## config.mk

```make
export PLATFORM = sky130hd
export DESIGN_NAME = stream_fifo
export DESIGN_NICKNAME = d
export VERILOG_FILES = /design/src/rtl/stream_pkg.sv /design/src/rtl/fifo_ram.sv /design/src/rtl/stream_fifo.sv
export SDC_FILE = /design/constraint.sdc
export NUM_CORES = 1
export LEC_CHECK = 0
export BUFFER_PORTS_ARGS = -buffer_cell sky130_fd_sc_hd__buf_4
export CORE_MARGIN = 10
export CORE_UTILIZATION = 30
export CTS_CLUSTER_SIZE = 16
export DETAILED_ROUTE_END_ITERATION = 10
export HOLD_SLACK_MARGIN = 0.03
export PLACE_DENSITY = 0.51
export SETUP_SLACK_MARGIN = 0.5
export SLEW_MARGIN = 40
export SYNTH_ARGS = -nofsm -noshare
export SYNTH_HDL_FRONTEND = slang
export SYNTH_HIERARCHICAL = 1
export SYNTH_SLANG_ARGS = --single-unit
export TNS_END_PERCENT = 50
```

## constraint.sdc

```tcl
create_clock -name clk -period 2.1 [get_ports clk]
set_input_delay 0.105 -clock clk [delete_from_list [all_inputs] [get_ports clk]]
set_output_delay 0.105 -clock clk [all_outputs]
set_load 0.02 [all_outputs]
```

## src/rtl/stream_pkg.sv

```systemverilog
// ---------------------------------------------------------------------------
// stream_pkg
//
// Definitions shared by the streaming blocks:
//   clog2          - constant log2 (rounded up), used to size addresses
//   is_pow2        - true for powers of two >= 2
//   fifo_params_ok - legality check for stream_fifo parameters
//   hs_fire        - valid/ready handshake "transfer happens" term
// ---------------------------------------------------------------------------
package stream_pkg;

  function automatic int clog2(input int n);
    int r;
    r = 0;
    while ((1 << r) < n) r++;
    return r;
  endfunction

  function automatic bit is_pow2(input int n);
    return (n >= 2) && ((n & (n - 1)) == 0);
  endfunction

  function automatic bit fifo_params_ok(input int data_width, input int depth,
                                        input int afull, input int aempty);
    return (data_width >= 1) && is_pow2(depth) &&
           (afull >= 1) && (afull <= depth) &&
           (aempty >= 0) && (aempty <= depth - 1);
  endfunction

  // A beat transfers on a rising edge exactly when both sides agree.
  function automatic logic hs_fire(input logic valid, input logic ready);
    return valid & ready;
  endfunction

endpackage

```

## src/rtl/fifo_ram.sv

```systemverilog
// ---------------------------------------------------------------------------
// fifo_ram
//
// Storage array for stream_fifo: synchronous write, asynchronous read.
// Ports:
//   clk      - write clock
//   we_i     - write enable
//   waddr_i  - write address
//   wdata_i  - write data
//   raddr_i  - read address
//   rdata_o  - read data (combinational from raddr_i)
// ---------------------------------------------------------------------------
module fifo_ram
  import stream_pkg::*;
#(
  parameter int DATA_WIDTH = 8,
  parameter int DEPTH      = 4,
  localparam int AW        = clog2(DEPTH)
) (
  input  logic                  clk,
  input  logic                  we_i,
  input  logic [AW-1:0]         waddr_i,
  input  logic [DATA_WIDTH-1:0] wdata_i,
  input  logic [AW-1:0]         raddr_i,
  output logic [DATA_WIDTH-1:0] rdata_o
);

  logic [DATA_WIDTH-1:0] mem_q [DEPTH];

  // NOTE: the array has no reset; the pointers alone decide which entries
  // are live, so clearing storage would only cost flops and routing.
  always_ff @(posedge clk) begin
    if (we_i) mem_q[waddr_i] <= wdata_i;
  end

  assign rdata_o = mem_q[raddr_i];

endmodule

```

## src/rtl/stream_fifo.sv

```systemverilog
// ---------------------------------------------------------------------------
// stream_fifo
//
// First-word-fall-through FIFO with valid/ready handshakes on both sides,
// occupancy count, almost-full/almost-empty flags and synchronous flush.
// Ports:
//   clk             - clock, rising edge
//   reset           - asynchronous active-low reset
//   io_enq_valid    - producer offers io_enq_data
//   io_enq_ready    - FIFO not full
//   io_enq_data     - write data
//   io_deq_valid    - FIFO not empty; io_deq_data is the oldest entry
//   io_deq_ready    - consumer takes the word
//   io_deq_data     - oldest entry
//   io_flush        - discard all contents at the next edge
//   io_count        - occupancy 0..DEPTH
//   io_almost_full  - io_count >= AFULL_LEVEL
//   io_almost_empty - io_count <= AEMPTY_LEVEL
// ---------------------------------------------------------------------------
module stream_fifo
  import stream_pkg::*;
#(
  parameter int DATA_WIDTH   = 8,
  parameter int DEPTH        = 4,
  parameter int AFULL_LEVEL  = 3,
  parameter int AEMPTY_LEVEL = 1,
  localparam int AW          = clog2(DEPTH),
  localparam int CW          = AW + 1
) (
  input  logic                  clk,
  input  logic                  reset,
  input  logic                  io_enq_valid,
  output logic                  io_enq_ready,
  input  logic [DATA_WIDTH-1:0] io_enq_data,
  output logic                  io_deq_valid,
  input  logic                  io_deq_ready,
  output logic [DATA_WIDTH-1:0] io_deq_data,
  input  logic                  io_flush,
  output logic [CW-1:0]         io_count,
  output logic                  io_almost_full,
  output logic                  io_almost_empty
);

  if (!fifo_params_ok(DATA_WIDTH, DEPTH, AFULL_LEVEL, AEMPTY_LEVEL)) begin : g_bad_params
    $error("stream_fifo: illegal parameter combination");
  end

  // Pointers carry one extra wrap bit so full and empty are distinguishable.
  logic [CW-1:0] wr_ptr_q, wr_ptr_d;
  logic [CW-1:0] rd_ptr_q, rd_ptr_d;
  logic          empty, full;
  logic          enq_fire, deq_fire;

  assign empty = (wr_ptr_q == rd_ptr_q);
  assign full  = (wr_ptr_q[AW-1:0] == rd_ptr_q[AW-1:0]) &&
                 (wr_ptr_q[AW] != rd_ptr_q[AW]);

  // Handshake outputs come from state only, so no comb path input->ready.
  assign io_enq_ready = !full;
  assign io_deq_valid = !empty;

  assign enq_fire = hs_fire(io_enq_valid, io_enq_ready);
  assign deq_fire = hs_fire(io_deq_valid, io_deq_ready);

  // NOTE: every always_comb output gets a default first so no path through
  // the block leaves it unassigned, which would infer a latch.
  always_comb begin
    wr_ptr_d = wr_ptr_q;
    rd_ptr_d = rd_ptr_q;
    if (io_flush) begin
      wr_ptr_d = '0;
      rd_ptr_d = '0;
    end else begin
      if (enq_fire) wr_ptr_d = wr_ptr_q + CW'(1);
      if (deq_fire) rd_ptr_d = rd_ptr_q + CW'(1);
    end
  end

  // NOTE: state registers use non-blocking assignments so every flop samples
  // the pre-edge values regardless of statement order.
  always_ff @(posedge clk or negedge reset) begin
    if (!reset) begin
      wr_ptr_q <= '0;
      rd_ptr_q <= '0;
    end else begin
      wr_ptr_q <= wr_ptr_d;
      rd_ptr_q <= rd_ptr_d;
    end
  end

  // A flushed cycle's enqueue is dropped, so it must not touch storage.
  fifo_ram #(
    .DATA_WIDTH (DATA_WIDTH),
    .DEPTH      (DEPTH)
  ) u_ram (
    .clk     (clk),
    .we_i    (enq_fire & ~io_flush),
    .waddr_i (wr_ptr_q[AW-1:0]),
    .wdata_i (io_enq_data),
    .raddr_i (rd_ptr_q[AW-1:0]),
    .rdata_o (io_deq_data)
  );

  // Modular subtraction stays correct across pointer wrap.
  assign io_count        = wr_ptr_q - rd_ptr_q;
  assign io_almost_full  = (io_count >= CW'(AFULL_LEVEL));
  assign io_almost_empty = (io_count <= CW'(AEMPTY_LEVEL));

endmodule

```

=== After elaboration in Yosys (flattened, before gate mapping) ===
Memories as Yosys holds them, arrays and structs flattened.
Index checks and enable logic that the tools add are counted.
Widths: inputs -> output; s select.

* Bits in registers: 6
* Bits in writable memories: 32
* Word-level logic and storage cells: 26
* Input port bits: 13
* Memories: 1
* Output and inout bits: 15

* Bitwise gates (word level): 4
* Add/subtract/negate cells: 3
* Equal/unequal tests: 3
* Magnitude comparators: 2
* Reduce and logical (&&, ||, !) cells: 5
* Multiplexer cells: 6

{| class="wikitable"
|+ Memories
! memory !! depth !! bits a word !! rd ports !! clocked after memory_dff !! write ports !! RTL line !! RTL
|-
| u_ram.mem_q || 4 || 8 || 1 || 0 || 1 || fifo_ram.sv:28 || <nowiki>logic [DATA_WIDTH-1:0] mem_q [DEPTH];</nowiki>
|}

{| class="wikitable"
|+ Operators by type and width
! kind !! number
|-
| $mux 3 || 4
|-
| $add 3x1->3 const B || 2
|-
| $reduce_bool 2->1 || 2
|-
| $and 1x1->1 || 3
|-
| $eq 3x3->1 || 1
|-
| $ge 3x2->1 const B || 1
|-
| $le 3x1->1 const B || 1
|-
| $sub 3x3->3 || 1
|-
| $eq 2x2->1 || 1
|-
| $logic_not 1->1 || 2
|-
| $mux 1 || 2
|-
| $logic_and 1x1->1 || 1
|-
| $ne 1x1->1 || 1
|-
| $not 1->1 || 1
|}

=== Depth between registers and ports, before layout ===
Gate-level depths: netlist (run 1).

* Depth in word-level cells: 7
* Mapped depth: 6
* Depth with buffers taken out: 6

=== By module ===
The synthesis (run 1) kept the hierarchy.

{| class="wikitable"
|+ Modules (own cells, without submodules)
! module !! cells each !! instances !! area an instance (um^2) !! sequential area each (um^2)
|-
| fifo_ram || 46 || 1 || 1188.6 || 960.9
|-
| stream_fifo || 62 || 1 || 511.7 || 150.1
|}

=== Worst setup path before layout (run 1) ===
OpenSTA, ideal clock, no wires.

* Path kind: register to register
* Start point: register wr_ptr_q[0]
* End point: memory u_ram.mem_q[0][0] (enable)
* Period minus slack after synthesis: 2.266 ns
* Slack: -0.166 ns
* Data arrival time: 1.880 ns
* Stages on the path, launching flop included: 7
* Path through: dfrtp_1 -> inv_1 -> ha_1 -> nand2_1 -> o21ai_0 -> nor2_1 -> nor3b_1

* Cells in the longest elaborated chain, start to end: 7

{| class="wikitable"
|+ Ends and longest elaborated chain
! item !! RTL line !! RTL
|-
| start: declaration || stream_fifo.sv:49 || <nowiki>logic [CW-1:0] wr_ptr_q, wr_ptr_d;</nowiki>
|-
| start signal: assignment || stream_fifo.sv:86 || <nowiki>wr_ptr_q <= wr_ptr_d;</nowiki>
|-
| $eq 2x2->1 || stream_fifo.sv:55 || <nowiki>assign full = (wr_ptr_q[AW-1:0] == rd_ptr_q[AW-1:0]) &&</nowiki>
|-
| $logic_and 1x1->1 || stream_fifo.sv:55 ||
|-
| $logic_not 1->1 || stream_fifo.sv:59 || <nowiki>assign io_enq_ready = !full;</nowiki>
|-
| $and 1x1->1 || stream_pkg.sv:32 || <nowiki>return valid & ready;</nowiki>
|-
| $and 1x1->1 || stream_fifo.sv:97 || <nowiki>.we_i (enq_fire & ~io_flush),</nowiki>
|-
| $mux 1 || fifo_ram.sv:33 || <nowiki>if (we_i) mem_q[waddr_i] <= wdata_i;</nowiki>
|-
| $mux 1 (not written as such) || fifo_ram.sv:33 ||
|-
| end: declaration || fifo_ram.sv:28 ||
|}

Parallel ways exist; a longest one is shown, timed or not.

=== Worst setup path after layout (run 1) ===
* Start point: register wr_ptr_q[0]
* End point: output io_almost_full

* Cells in the longest elaborated chain, start to end: 2

{| class="wikitable"
|+ Ends and longest elaborated chain
! item !! RTL line !! RTL
|-
| $sub 3x3->3 || stream_fifo.sv:105 || <nowiki>assign io_count = wr_ptr_q - rd_ptr_q;</nowiki>
|-
| $ge 3x2->1 || stream_fifo.sv:106 || <nowiki>assign io_almost_full = (io_count >= CW'(AFULL_LEVEL));</nowiki>
|-
| end: declaration || stream_fifo.sv:40 || <nowiki>output logic io_almost_full,</nowiki>
|}

No other way between the ends.

==> flow_metrics.tcl, run 1 <==
set metrics [dict create \
    ioPinCount 28 \
    slew_violations 0 \
    drtIter0Drc 43 \
    wl_mm 3.75 \
    synthCells 108 \
    path_cells "inv_2, ha_4, inv_2, fa_2, xnor2_4, a21o_4, buf_4" \
    syn_nets 126 \
    grt_max_degree 16 \
    cts.clk_slew.worst_paths_ps 70 \
    tns_ps 0 \
    final_layout_size_suffix_gt1_share_pct 48.5 \
    numCtsBuffers 5 \
    synth.avg_cell_area_um2 15.7 \
    status "complete, no violations" \
    min_period_over_period_pct 90.1 \
    grt_usage_pct 8.36 \
    seq_power_share_pct 30.0 \
    cts_root_buffer "clkbuf_8" \
    hold_viol_final 0 \
    cp_slowest_cell "dfrtp_2" \
    slew_headroom_pct 83.4 \
    hold_depth 1 \
    rsz0062_at_grt "true" \
    drc 0 \
    rows 27 \
    routabilityCongestion 0.764 \
    syn_area_um2 1700 \
    htreeDepth 2 \
    clock_sinks 38 \
    power_frac_comb_pct 55.3 \
    p_total_mw 3.17 \
    worstPathMaxFanout 3 \
    clock_path_buffers 2 \
    worst_pin_slew_ps 247 \
    drv_cap 0 \
    fp.dieW_um 95.3 \
    postRouteAntennaNets 0 \
    yosysSeqAreaShare_pct 65.3 \
    initial_core_util_pct 30.9 \
    viasPerCell 4.77 \
    area_growth_pct 42.5 \
    internal_power_mw 2.02 \
    p_per_area_nw_per_um2 1310 \
    p_leak_nw 0.907 \
    ys_ff_latch 38 \
    globalRouteOverflowTotal 0 \
    worstPathArrival_ps 1790 \
    min_path_type "input port to flop" \
    synth_flop_cell "edfxtp_1" \
    skew_ps 8.37 \
    r2r_slack_ps 360 \
    rr_worst_depth 7 \
    dieArea_um2 9080 \
    antenna_cells 0 \
    chipHeight_um 95.3 \
    hpwl_mm 2.63 \
    period_needed_ps 1890 \
    setup_viol 0 \
    critPathMaxStageDelay_ps 410 \
    wl_per_cell_um 15.9 \
    ir_worst_vdd_mv 0.666 \
    async_reset_ff_share_pct 15.8 \
    grt_pass1_wl_mm 5.79 \
    cts_tree "done" \
    port_buffers 27 \
    yosysWarnings 6 \
    dr.pass1.iters 4 \
    final_nets 180 \
    grt_pass1_vias 1129 \
    vias 1121 \
    p_sw_share_pct 36.5 \
    antenna_found_initial 0 \
    p_sw_mw 1.16 \
    crit_top_cell "inv_2" \
    clockPowerShare_pct 14.7 \
    required_ps 2000 \
    synth-edff-count 32 \
    criticalPathCategory "flop to output pin" \
    core_area_um2 5510 \
    clk_latency_ps 280 \
    max_freq_ghz 0.529 \
    endpoint_kind "output pin" \
    ys_types 29 \
    cp-start-kind "flop" \
]
-- cell usage in the layout, fill, tap and decap left out, drive strengths merged --
master / count
clkbuf: 6
mux4: 8
nand3: 9
or4: 2
a31oi: 5
clkinvlp: 1
buf: 43
dlygate4sd3: 8
xnor2: 2
nand4b: 2
and3b: 2
or3: 1
ha: 4
and2: 1
nand2: 5
and3: 1
o2111a: 1
xor2: 1
nor2: 5
dfrtp: 6
fa: 1
clkinv: 2
inv: 4
nor3: 1
nor2b: 2
o21ai: 1
nor3b: 4
nand4: 1
a32oi: 1
edfxtp: 32
a21o: 1
-- through the flow --
step                      utilization [%]  worst slack [ps]  hold WS, ps  cells  instance area (µm²)
after floorplan                         -               370         -191    108                 1780
after global placement               38.4               222        -76.6    211                 2120
after detailed placement             38.4               158        -78.1    211                 2120
after CTS                            42.6               191         31.6    231                 2350
after global routing                 44.0               133         33.5    235                 2420
final                                44.0               208         38.2    235                 2420
-- kinds of logic (layout without fill, tap and decap cells) --
family,after synthesis,after routing,share of synthesized area [%]
AND/OR/NAND/NOR,36,36,12.1
buffers and inverters,9,64,2.50
multiplexers,8,8,10.6
adder cells (fa/ha/maj),5,5,4.12
AO/OA/AOI/OAI,9,9,3.83
XOR/XNOR,3,3,1.55
flip-flops,38,38,65.3
-- power by group through the flow --
stage                     sequential, mW  combinational [mW]  clock [mW]
after floorplan                    0.993               0.973           0
after global placement             0.982                1.47           0
after detailed placement           0.987                1.49           0
after CTS                          0.953                1.65       0.485
after global routing               0.961                1.89       0.519
final                              0.952                1.75       0.467
-- state kept, by name, summed over array words and instances (netlist names) --
name / flops
wr_ptr_q: 3
u_ram/mem_q: 32
rd_ptr_q: 3
-- Yosys cell counts (all sizes together), types with 2 or more instances --
cell type,number,area share [%]
nand3,9,2.6
inv,4,0.88
nand2,5,1.1
ha,4,2.9
xnor2,2,1.0
nand4b,2,1.0
nor3b,4,1.8
dfrtp,6,8.8
nor2b,2,0.74
clkbuf,4,0.96
a31oi,5,1.8
and3b,2,1.0
mux4,8,11
or4,2,0.88
nor2,5,1.1
edfxtp,32,57
-- final cells by class --
type	count	area [µm²]
clock buffers	5	68.8
clock inverters	3	16.3
fillers	498	3080
inverters	4	15.0
multi-input cells	61	646
flip-flops and latches	38	1110
well taps	72	90.1
repair buffers	52	474
-- critical path: cells and delay by family, from the launching register on --
family,cells,cell delay [ps]
adder cells (fa/ha/maj),2,500
flip-flops,1,410
buffers and inverters,3,250
AO/OA/AOI/OAI,1,190
XOR/XNOR,1,170
-- what timing repair did --
action | 4_1_cts | 5_1_grt
cloned | 0 | 1
setup buffers | 5 | 2
hold endpoints to repair | 30 | 4
setup endpoints to repair | 47 | 49
gates resized for setup | 11 | 10
hold buffers | 7 | 1
pin swaps | 4 | 5
-- metal layers --
metal / wire, µm / global-route usage (%)
met4: 20 / 2.37
met1: 1580 / 10.1
met2: 1950 / 13.8
met5: 0 / 0
met3: 202 / 2.99
-- worst paths after layout --
check,startpoint,to
setup / recovery,wr_ptr_q[0]$_DFFE_PN0P_,io_almost_full
hold / removal,io_enq_data[7],u_ram/mem_q[0][7]$_DFFE_PP_
setup reg to reg,wr_ptr_q[1]$_DFFE_PN0P_,u_ram/mem_q[0][1]$_DFFE_PP_
hold reg to reg,rd_ptr_q[2]$_DFFE_PN0P_,rd_ptr_q[2]$_DFFE_PN0P_
max in group asynchronous,reset,wr_ptr_q[0]$_DFFE_PN0P_
min in group asynchronous,reset,rd_ptr_q[2]$_DFFE_PN0P_
Power figures use the tool's default switching activity.
==> run 2, diff against run 1 <==
Settings changed: MAX_ROUTING_LAYER set to met4.
==> flow_metrics.tcl, run 2 (synthesis results as in run 1) <==
set metrics [dict create \
    worstPathArrival_ps 1790 \
    grt_usage_pct 8.60 \
    port_buffers 27 \
    chipHeight_um 95.3 \
    setup_viol 0 \
    numCtsBuffers 5 \
    largest_register_ff_count 32 \
    dp_slack_ps 158 \
    dpl.cell_count 211 \
    busiest_layer "met2" \
    worstPathMaxFanout 3 \
    criticalPathCategory "flop to output pin" \
    skew_ps 8.09 \
    place_area_um2 2120 \
    clock_path_buffers 2 \
    drv_cap 0 \
    p_total_mw 3.17 \
    postRouteAntennaNets 0 \
    r2r_slack_ps 360 \
    htreeDepth 2 \
    min_period_over_period_pct 90.1 \
    power_frac_comb_pct 55.3 \
    max_freq_ghz 0.529 \
    drtIter0Drc 43 \
    hpwl_mm 2.63 \
    p_sw_mw 1.16 \
    final_core_util_pct 44.0 \
    ioPinCount 28 \
    reg_top3 "u_ram/mem_q: 32 flops, rd_ptr_q: 3 flops, wr_ptr_q: 3 flops" \
    r2r_start "wr_ptr_q[1]$_DFFE_PN0P_" \
    drc 0 \
    routabilityCongestion 0.774 \
    required_ps 2000 \
    p_sw_share_pct 36.5 \
    period_needed_ps 1890 \
    clockPowerShare_pct 14.7 \
    final_nets 180 \
    fp.dieW_um 95.3 \
    seq_power_share_pct 30.0 \
    clock_sinks 38 \
    hold_viol_final 0 \
    grt_pass1_vias 1124 \
    internal_power_mw 2.02 \
    dieArea_um2 9080 \
    fin_ws_ps 209 \
    layout_common_cells "33 x buf_4, 32 x edfxtp_1, 9 x nand3_1, 9 x buf_6" \
    cts.clk_slew.worst_paths_ps 70 \
    largest-register "u_ram/mem_q" \
    cp-start-kind "flop" \
    viasPerCell 4.76 \
    slew_headroom_pct 84.0 \
    slew_violations 0 \
    status "complete, no violations" \
    rows 27 \
    endpoint_kind "output pin" \
    final_cells 235 \
    grt_max_degree 16 \
    initial_core_util_pct 30.9 \
    fin_hold_ws_ps 39.1 \
    use_met2_pct 13.9 \
    grt_pass1_wl_mm 5.78 \
    core_area_um2 5510 \
    worst_pin_slew_ps 238 \
    clk_latency_ps 280 \
    vias 1118 \
    wl_mm 3.75 \
    cts_tree "done" \
    wl_per_cell_um 15.9 \
    tns_ps 0 \
    rsz0062_at_grt "true" \
    final_common_cell "buf_4" \
    ir_worst_vdd_mv 0.667 \
    dr.pass1.iters 4 \
    stdcell_area_um2 2420 \
    crit_start "wr_ptr_q[0]$_DFFE_PN0P_" \
    p_per_area_nw_per_um2 1310 \
    antenna_cells 0 \
    use_met3_pct 2.59 \
    final_layout_size_suffix_gt1_share_pct 48.5 \
    p_leak_nw 0.907 \
    globalRouteOverflowTotal 0 \
    antenna_found_initial 0 \
    hp-start "io_enq_data[7]" \
    area_growth_pct 42.5 \
    cts_root_buffer "clkbuf_8" \
    min_path_type "input port to flop" \
    grt_use_met1_pct 10.2 \
]
run 2: cell counts in the layout (fill, tap and decap cells not counted):
Identical to the previous run, type by type.
run 2: layout make-up:
cell class              count  area, µm²
inverters                   4       15.0
fillers                   498       3080
repair buffers             52        474
multi-input cells          61        646
well taps                  72       90.1
clock inverters             3       16.3
flip-flops and latches     38       1110
clock buffers               5       68.8
run 2: worst paths after layout:
check	depth (start not counted)	endpoint
max in group asynchronous	2	wr_ptr_q[0]$_DFFE_PN0P_
max reg2reg	7	u_ram/mem_q[0][1]$_DFFE_PP_
max	7	io_almost_full
min in group asynchronous	2	rd_ptr_q[2]$_DFFE_PN0P_
min reg2reg	2	rd_ptr_q[2]$_DFFE_PN0P_
min	1	u_ram/mem_q[0][7]$_DFFE_PP_
run 2: power groups by stage:
| stage | combinational, mW | clock [mW] | sequential, mW |
|---|---|---|---|
| finish | 1.75 | 0.467 | 0.952 |
| global route | 1.88 | 0.517 | 0.961 |
| CTS | 1.65 | 0.485 | 0.953 |
| detailed placement | 1.49 | 0 | 0.987 |
| global placement | 1.47 | 0 | 0.982 |
| floorplan | 0.973 | 0 | 0.993 |
run 2: repair_timing:
action / CTS / global route
gates cloned: 0 / 1
resized for setup: 11 / 10
hold buffers: 7 / 1
endpoints found under the setup margin: 47 / 49
buffers inserted: 5 / 2
pin swaps: 4 / 5
hold endpoints to repair: 30 / 4
run 2: critical path, cell delays in order (launching register included):
cell	delay [ps]
dfrtp_2	410
inv_2	70
ha_4	120
inv_2	30
fa_2	380
xnor2_4	170
a21o_4	190
buf_4	150
run 2: per-layer routing:
layer / up-vias / wire length, µm
met3: 2 / 165
met4: 0 / 20
li1: 536 / -
met2: 19 / 1940
met1: 561 / 1620
met5: - / 0
